==> config.mk <==
export PLATFORM = sky130hd
export DESIGN_NAME = dm_encode_ctrl_flat
export DESIGN_NICKNAME = d
export VERILOG_FILES = /design/src/rtl/dm_encode_ctrl_if.sv /design/src/rtl/dm_encode_ctrl.sv /design/src/flat_wrapper.sv
export SDC_FILE = /design/constraint.sdc
export NUM_CORES = 1
export LEC_CHECK = 0
export ABC_AREA = 0
export CAP_MARGIN = 20
export CORE_MARGIN = 5
export CORE_UTILIZATION = 48
export DETAILED_ROUTE_END_ITERATION = 12
export PLACE_DENSITY = 0.76
export SYNTH_ARGS = -nofsm -noshare
export SYNTH_HDL_FRONTEND = slang
export SYNTH_SLANG_ARGS = --single-unit
export TNS_END_PERCENT = 20
==> constraint.sdc <==
create_clock -name CLK100MHZ -period 2.35 [get_ports CLK100MHZ]
set_input_delay 0.705 -clock CLK100MHZ [delete_from_list [all_inputs] [get_ports CLK100MHZ]]
set_output_delay 0.705 -clock CLK100MHZ [all_outputs]
set_load 0.05 [all_outputs]
==> src/rtl/dm_encode_ctrl_if.sv <==
// Sample handshake bundle between the sample source (master) and dm_encode_ctrl (slave).
interface dm_encode_ctrl_if #(
    parameter int DATA_W = 8
);
    logic [DATA_W-1:0] s_data;
    logic              s_valid;
    logic              s_ready;

    modport master (output s_data, s_valid, input s_ready);
    modport slave  (input s_data, s_valid, output s_ready);
endinterface

==> src/rtl/dm_encode_ctrl.sv <==
// Delta-modulation encoder sequencer: paces bits per sample, tracks estimate and step.
// Define DM_ADAPT_EN for run-length step adaptation; otherwise the step stays at its loaded value.
module dm_encode_ctrl #(
    parameter int DATA_W          = 8,
    parameter int ACC_W           = 14,
    parameter int BITS_PER_SAMPLE = 8,
    parameter int STEP_MIN        = 1,
    parameter int STEP_MAX        = 64,
    parameter int RUN_LEN         = 3
) (
    input  logic              CLK100MHZ,
    input  logic              CPU_RESETN,
    input  logic              clear,
    input  logic [7:0]        step_init,
    input  logic              tick,
    dm_encode_ctrl_if.slave   s,
    output logic              bit_out,
    output logic              bit_valid,
    output logic              busy,
    output logic [7:0]        step_cur,
    output logic [ACC_W-1:0]  est
);
    localparam int CNT_W = $clog2(BITS_PER_SAMPLE + 1);

    generate
        if (STEP_MAX > 255 || STEP_MIN > STEP_MAX || RUN_LEN < 2 || DATA_W > ACC_W) begin : g_bad_cfg
            $error("dm_encode_ctrl: invalid parameter set");
        end
    endgenerate

    typedef enum logic {IDLE, ENCODE} state_t;
    state_t state;

    logic [ACC_W-1:0] sample;
    logic [CNT_W-1:0] bit_cnt;
    logic             enc_bit;
    logic [ACC_W:0]   sum;
    logic [ACC_W-1:0] est_nxt;
    logic [7:0]       step_nxt;
    logic             bit_fire;

    assign bit_fire = (state == ENCODE) && tick && !clear;

    // One extra sum bit catches overflow so the estimate saturates instead of wrapping.
    always_comb begin
        enc_bit = (sample >= est);
        sum     = {1'b0, est} + (ACC_W+1)'(step_cur);
        if (enc_bit)
            est_nxt = sum[ACC_W] ? '1 : sum[ACC_W-1:0];
        else
            est_nxt = (est >= ACC_W'(step_cur)) ? est - ACC_W'(step_cur) : '0;
    end

`ifdef DM_ADAPT_EN
    localparam int RUN_W = $clog2(RUN_LEN + 1);

    logic [RUN_LEN-2:0] hist;
    logic [RUN_W-1:0]   run_cnt;
    logic [RUN_LEN-1:0] window;
    logic [8:0]         step_dbl;

    // run_cnt saturates at RUN_LEN; it only gates when enough bits exist to judge a run.
    always_comb begin
        window   = {hist, enc_bit};
        step_dbl = {step_cur, 1'b0};
        step_nxt = step_cur;
        if (run_cnt >= RUN_W'(RUN_LEN - 1) && (window == '0 || window == '1))
            step_nxt = (step_dbl > 9'(STEP_MAX)) ? 8'(STEP_MAX) : step_dbl[7:0];
        else if (run_cnt != '0 && hist[0] != enc_bit)
            step_nxt = ((step_cur >> 1) < 8'(STEP_MIN)) ? 8'(STEP_MIN) : (step_cur >> 1);
    end

    always_ff @(posedge CLK100MHZ or negedge CPU_RESETN) begin
        if (!CPU_RESETN) begin
            hist    <= '0;
            run_cnt <= '0;
        end else if (clear) begin
            hist    <= '0;
            run_cnt <= '0;
        end else if (bit_fire) begin
            hist <= window[RUN_LEN-2:0];
            if (run_cnt != RUN_W'(RUN_LEN))
                run_cnt <= run_cnt + RUN_W'(1);
        end
    end
`else
    assign step_nxt = step_cur;
`endif

    always_ff @(posedge CLK100MHZ or negedge CPU_RESETN) begin
        if (!CPU_RESETN) begin
            state     <= IDLE;
            s.s_ready <= 1'b1;
            busy      <= 1'b0;
            bit_out   <= 1'b0;
            bit_valid <= 1'b0;
            step_cur  <= 8'(STEP_MIN);
            est       <= '0;
            sample    <= '0;
            bit_cnt   <= '0;
        end else begin
            bit_valid <= 1'b0;
            if (clear) begin
                state     <= IDLE;
                s.s_ready <= 1'b1;
                busy      <= 1'b0;
                est       <= '0;
                step_cur  <= step_init;
                bit_cnt   <= '0;
            end else begin
                case (state)
                    IDLE: begin
                        if (s.s_valid) begin
                            sample    <= ACC_W'(s.s_data);
                            bit_cnt   <= CNT_W'(BITS_PER_SAMPLE);
                            state     <= ENCODE;
                            s.s_ready <= 1'b0;
                            busy      <= 1'b1;
                        end
                    end
                    ENCODE: begin
                        if (tick) begin
                            bit_out   <= enc_bit;
                            bit_valid <= 1'b1;
                            est       <= est_nxt;
                            step_cur  <= step_nxt;
                            bit_cnt   <= bit_cnt - CNT_W'(1);
                            if (bit_cnt == CNT_W'(1)) begin
                                state     <= IDLE;
                                s.s_ready <= 1'b1;
                                busy      <= 1'b0;
                            end
                        end
                    end
                    default: state <= IDLE;
                endcase
            end
        end
    end
endmodule

==> src/flat_wrapper.sv <==
// flat-port wrapper written by rule: the top's interface ports become plain ports
module dm_encode_ctrl_flat 
#(
    parameter int DATA_W          = 8,
    parameter int ACC_W           = 14,
    parameter int BITS_PER_SAMPLE = 8,
    parameter int STEP_MIN        = 1,
    parameter int STEP_MAX        = 64,
    parameter int RUN_LEN         = 3
)
  (CLK100MHZ, CPU_RESETN, clear, step_init, tick, bit_out, bit_valid, busy, step_cur, est, s_s_data, s_s_valid, s_s_ready);
  dm_encode_ctrl_if #(.DATA_W(DATA_W)) s_i ();
  input  logic CLK100MHZ;
  input  logic CPU_RESETN;
  input  logic clear;
  input  logic [7:0] step_init;
  input  logic tick;
  output logic bit_out;
  output logic bit_valid;
  output logic busy;
  output logic [7:0] step_cur;
  output logic [ACC_W-1:0] est;
  input wire logic [$bits(s_i.s_data)-1:0] s_s_data;
  input wire logic [$bits(s_i.s_valid)-1:0] s_s_valid;
  output wire logic [$bits(s_i.s_ready)-1:0] s_s_ready;
  assign s_i.s_data = s_s_data;
  assign s_i.s_valid = s_s_valid;
  assign s_s_ready = s_i.s_ready;
  dm_encode_ctrl #(.DATA_W(DATA_W), .ACC_W(ACC_W), .BITS_PER_SAMPLE(BITS_PER_SAMPLE), .STEP_MIN(STEP_MIN), .STEP_MAX(STEP_MAX), .RUN_LEN(RUN_LEN)) u_core (.CLK100MHZ(CLK100MHZ), .CPU_RESETN(CPU_RESETN), .clear(clear), .step_init(step_init), .tick(tick), .s(s_i), .bit_out(bit_out), .bit_valid(bit_valid), .busy(busy), .step_cur(step_cur), .est(est));
endmodule
Word-level counts from Yosys, hierarchy flattened --
Index checks and enable logic that the tools add are counted.
Word-level totals: word-level logic and storage cells 55, register bits after elaboration 39, bits of input ports 21, output and inout port bits 26
Cells by class: multiplexer cells 28, add/sub/neg operators 3, bitwise operators 2, eq/ne operators 4, reductions and logical operators 7, magnitude comparators 2
Operators with widths (number):
- $mux 14 | 6
- $add 14x8->15 | 1
- $mux 1 | 15
- $ge 14x8->1 | 1
- $ge 8x14->1 | 1
- $sub 14x8->14 | 1
- $mux 4 | 3
- $ne 3x3->1 const B | 3
- $reduce_and 3->1 | 3
- $pmux 4 s2 | 1
- $pmux 1 s2 | 3
- $eq 4x1->1 const B | 1
- $reduce_and 2->1 | 2
- $reduce_bool 2->1 | 2
- $sub 4x1->4 const B | 1
- $not 1->1 | 2

Depth between registers and ports, before layout --
depth in word-level cells 6, gate-level depth with buffers 10, depth with buffers taken out 9

Worst setup path before layout --
OpenSTA, ideal clock, no wires.
path type register to register, from register u_core.step_cur[1], to register u_core.est[13], period minus slack after synthesis 2.667 ns, setup time 0.133 ns, data arrival time 2.535 ns, buffers on the path 0, required time 2.217 ns, stages on the path, launching flop included 9, path slack -0.317 ns, cell sequence dfrtp_1 inv_1 ha_1 nor2b_4 o31a_1 o31a_1 or4_4 o311ai_2 nand3_1
On the way: longest elaborated chain between the ends 6, elaborated cells between the ends (all ways) 9, classes of those cells add/sub: 2; order compare: 1; mux: 6
Ends and longest elaborated chain:
- start: declaration | line dm_encode_ctrl.sv:20 | output logic [7:0] step_cur,
- start signal: assignment | line dm_encode_ctrl.sv:97 | step_cur <= 8'(STEP_MIN);
- start signal: assignment | line dm_encode_ctrl.sv:108 | step_cur <= step_init;
- start signal: assignment | line dm_encode_ctrl.sv:126 | step_cur <= step_nxt;
- $sub 14x8->14, or another cell as far along | line dm_encode_ctrl.sv:51 | est_nxt = (est >= ACC_W'(step_cur)) ? est - ACC_W'(step_cur) : '0;
- $mux 14, on equally long branches | line dm_encode_ctrl.sv:51, dm_encode_ctrl.sv:49
- $mux 14 * | line dm_encode_ctrl.sv:48 | if (enc_bit)
- $mux 14 * | line dm_encode_ctrl.sv:122 | if (tick) begin
- $mux 14 * | line dm_encode_ctrl.sv:111 | case (state)
- $mux 14 * | line dm_encode_ctrl.sv:103 | if (clear) begin
- end signal: assignment | line dm_encode_ctrl.sv:125 | est <= est_nxt;
- end: declaration | line dm_encode_ctrl.sv:21 | output logic [ACC_W-1:0] est
Every way passes the cells marked *; elsewhere a longest branch is shown, timed or not. The select of a mux whose other input is x is not followed. A chain may end at the register's enable or synchronous reset.

Worst setup path in the final report --
from register u_core.step_cur[0], to register u_core.est[13]
Same word-level chain as after synthesis.

==> run metrics <==
Worst-Margin Slew=854 ps; setup violators final=1; most common cell after layout, fill and taps aside=buf_4; Reg2Reg Capture Point=u_core.est[13]; worst-path maximum fanout=4; Top Metal Used=met4; synthesized net count=350; RSZ-0062 raised after global routing=true; critical path depth=8; DR vias=2,540; CP required=2530 ps; row count=27; CORE AREA=5540 um^2; initial antenna violation count=0; remaining antenna violation count=0; TritonCTS Sinks=39; Post-Syn Area per Cell=9.16 um^2; layout cells sized above 1=27.3%; Diodes inserted=0; met3 wire len=378 um; r2r worst-path depth=8; largest net degree at the start of global routing=40; Fmax=424 MHz; DRC Markers=0; first-pass GRT wire length=11,700 um; Worst slew margin=43.1%; Final Max Slew Viols=0; sequential element share of the synthesized area=35.5%; CP Class=flop to flop; crit-path cells=ha_4 -> buf_6 -> nor2b_4 -> o31a_1 -> o31a_1 -> or4_4 -> o311ai_4 -> nand3_1; data arrival time of the critical path=2540 ps; Die Span X=85.8 um; final worst slack=-10.6 ps; final WL=7250 um; Die Ht=85.8 um; yosys warns=0; Post-Synthesis Cell Area=2760 um^2; CP dominant cell by count=o31a_1; Hold WS=461 ps; synth top area cells=dfrtp_1 34%, ha_1 12%, a21oi_1 3.8%; Syn Inst Count=301; clk_skew=8.16 ps; CTS tree=yes; Tcrit/Tclk final=100%; top cell type's share of synthesized area=33.6%; htree depth=2; num ports=47; VDD IR max=0.457 mV; CTS Buf Count=5; routed vias/inst=5.61; wire length per cell=16.0 um; Metal-1 WL=3080 um; Area Overhead vs Synth=33.7%; critical path's top delay family=compound AO/OA/AOI/OAI gates; crit path to=u_core.est[13]; Total GRT Usage=19.8%; failing checks=negative setup slack; Post-synth ARST share=100%; final core occ=66.5%; Hold Fails Final Rpt=0; pwr dens=920 nW/um^2; clock tree buffer depth=2; crit path launch=u_core.step_cur[0]; top_reg_cell synth=dfrtp_1; vias in the first global route=2,492; Min-Delay Path Class=flop to flop; Reg-to-Reg Start=u_core.step_cur[0]; Post-DP HPWL=5430 um; met2 routed WL=3590 um; critical path endpoint category=flop; Pre-Repair DR Iteration Count=4; post-synth cell types=60; crit start category=flop; Pleak=1.63 nW; grt ovf=0; drt initial violations=132; Max-Cap Viols=0; most frequent cells in the layout=49 x buf_4, 30 x dfrtp_1, 29 x clkdlybuf4s50_1; flop2flop setup slack=-10 ps; clock tree root buffer cell=clkbuf_8; minimum clock period=2360 ps; starting density of the core=49.8%; Routability Congestion=0.925; CP max stage cell=dfstp_2; hold_buf cts=0; Buffers & Inverters on Critical Path=1; status=complete, but fails checks; input/output buffers=46; fin nets=429; Worst-Skew Late Latency=300 ps; EDFF count, synth=0; die area=7360 um^2; Crit path largest cell delay=590 ps; synthesized flop and latch total=39; area leader, netlist=dfrtp_1; Clock Pin Slew Worst Setup and Hold Paths=80 ps
-- power breakdown --
group | internal, mW | leakage [nW] | total (mW) | switching (mW)
Sequential | 0.796 | 0.487 | 0.978 | 0.182
Clock | 0.268 | 0.0515 | 0.514 | 0.246
Combinational | 0.801 | 1.09 | 1.90 | 1.10
Total | 1.86 | 1.63 | 3.39 | 1.53
-- through the flow --
stage,instance area (um^2),TNS (ps),setup slack (ps),std cells,total power [mW]
final,3690,-10.6,-10.6,453,3.39
after global routing,3690,-417,-55.1,453,3.61
after CTS,3580,-16.0,-16.0,445,3.30
after detailed placement,3470,-205,-34.2,437,2.77
after global placement,3470,-5.06,-5.06,437,2.73
after floorplan,2790,-74.0,-43.9,301,2.22
-- cell type report --
cell class / instances / area (um^2)
clock buffers: 8 / 100
fillers: 463 / 1850
inverters: 27 / 101
multi-input cells: 224 / 1690
flip-flops and latches: 39 / 987
well taps: 72 / 90.1
repair buffers: 83 / 717
-- flip-flops by register name (all words and copies together), names as in the netlist --
signal            flops
u_core.bit_out        1
u_core.s.s_ready      1
u_core.bit_valid      1
u_core.step_cur       8
u_core.state          1
u_core.bit_cnt        4
u_core.sample         8
u_core.busy           1
u_core.est           14
-- worst register-to-register path, delay by kind of cell, from the launching register on --
kind / cells / cell delay (ps)
DFF: 1 / 590
and+or+nand+nor: 3 / 600
buffers and inverters: 1 / 90
adders and majority gates: 1 / 160
AOI/OAI and AO/OA: 3 / 810
-- cell families after synthesis --
family                   after synthesis  synth area share, %
AO/OA/AOI/OAI                         91                 22.3
multiplexers                          10                 3.99
buffers and inverters                 38                 5.90
flip-flops                            39                 35.5
XOR/XNOR                              10                 3.18
adder cells (fa/ha/maj)               28                 13.2
AND/OR/NAND/NOR                       85                 15.9
-- worst min-delay path by stage --
stage / cells past startpoint / to / slack (ps) / start
finish: 2 / u_core.s.s_ready / 460 / u_core.s.s_ready
CTS: 2 / u_core.s.s_ready / 460 / u_core.s.s_ready
global placement: 2 / u_core.s.s_ready / 450 / u_core.s.s_ready
floorplan: 0 / u_core.bit_cnt[0] / 410 / CPU_RESETN
detailed placement: 2 / u_core.s.s_ready / 450 / u_core.s.s_ready
global route: 2 / u_core.s.s_ready / 480 / u_core.s.s_ready
-- per-layer routing --
metal,vias to the layer above,GRT usage (%)
li1,1235,-
met1,1208,24.4
met2,80,34.7
met3,17,3.46
met4,0,7.05
met5,-,0
-- Yosys cell counts, types with 3 or more instances --
master,count
buf_2,6
mux2_2,8
xor2_1,3
nor2_1,25
o221ai_1,3
o211ai_1,5
o21ai_0,19
nor3_1,6
nand2b_1,5
xnor2_1,7
ha_1,26
a31oi_1,9
a221o_1,4
nand2_1,24
a21o_1,3
o31a_1,3
a21oi_1,21
nor2b_1,5
dfrtp_1,37
or2_2,3
inv_1,27
o21a_1,3
a211oi_1,3
-- timing repair --
action / in CTS / in global routing
setup buffers: 0 / 8
pin swaps: 0 / 6
resized for setup: 3 / 14
hold endpoints to repair: 0 / 0
setup endpoints to repair: 6 / 13
No activity file was read; power rests on OpenSTA's default activity.
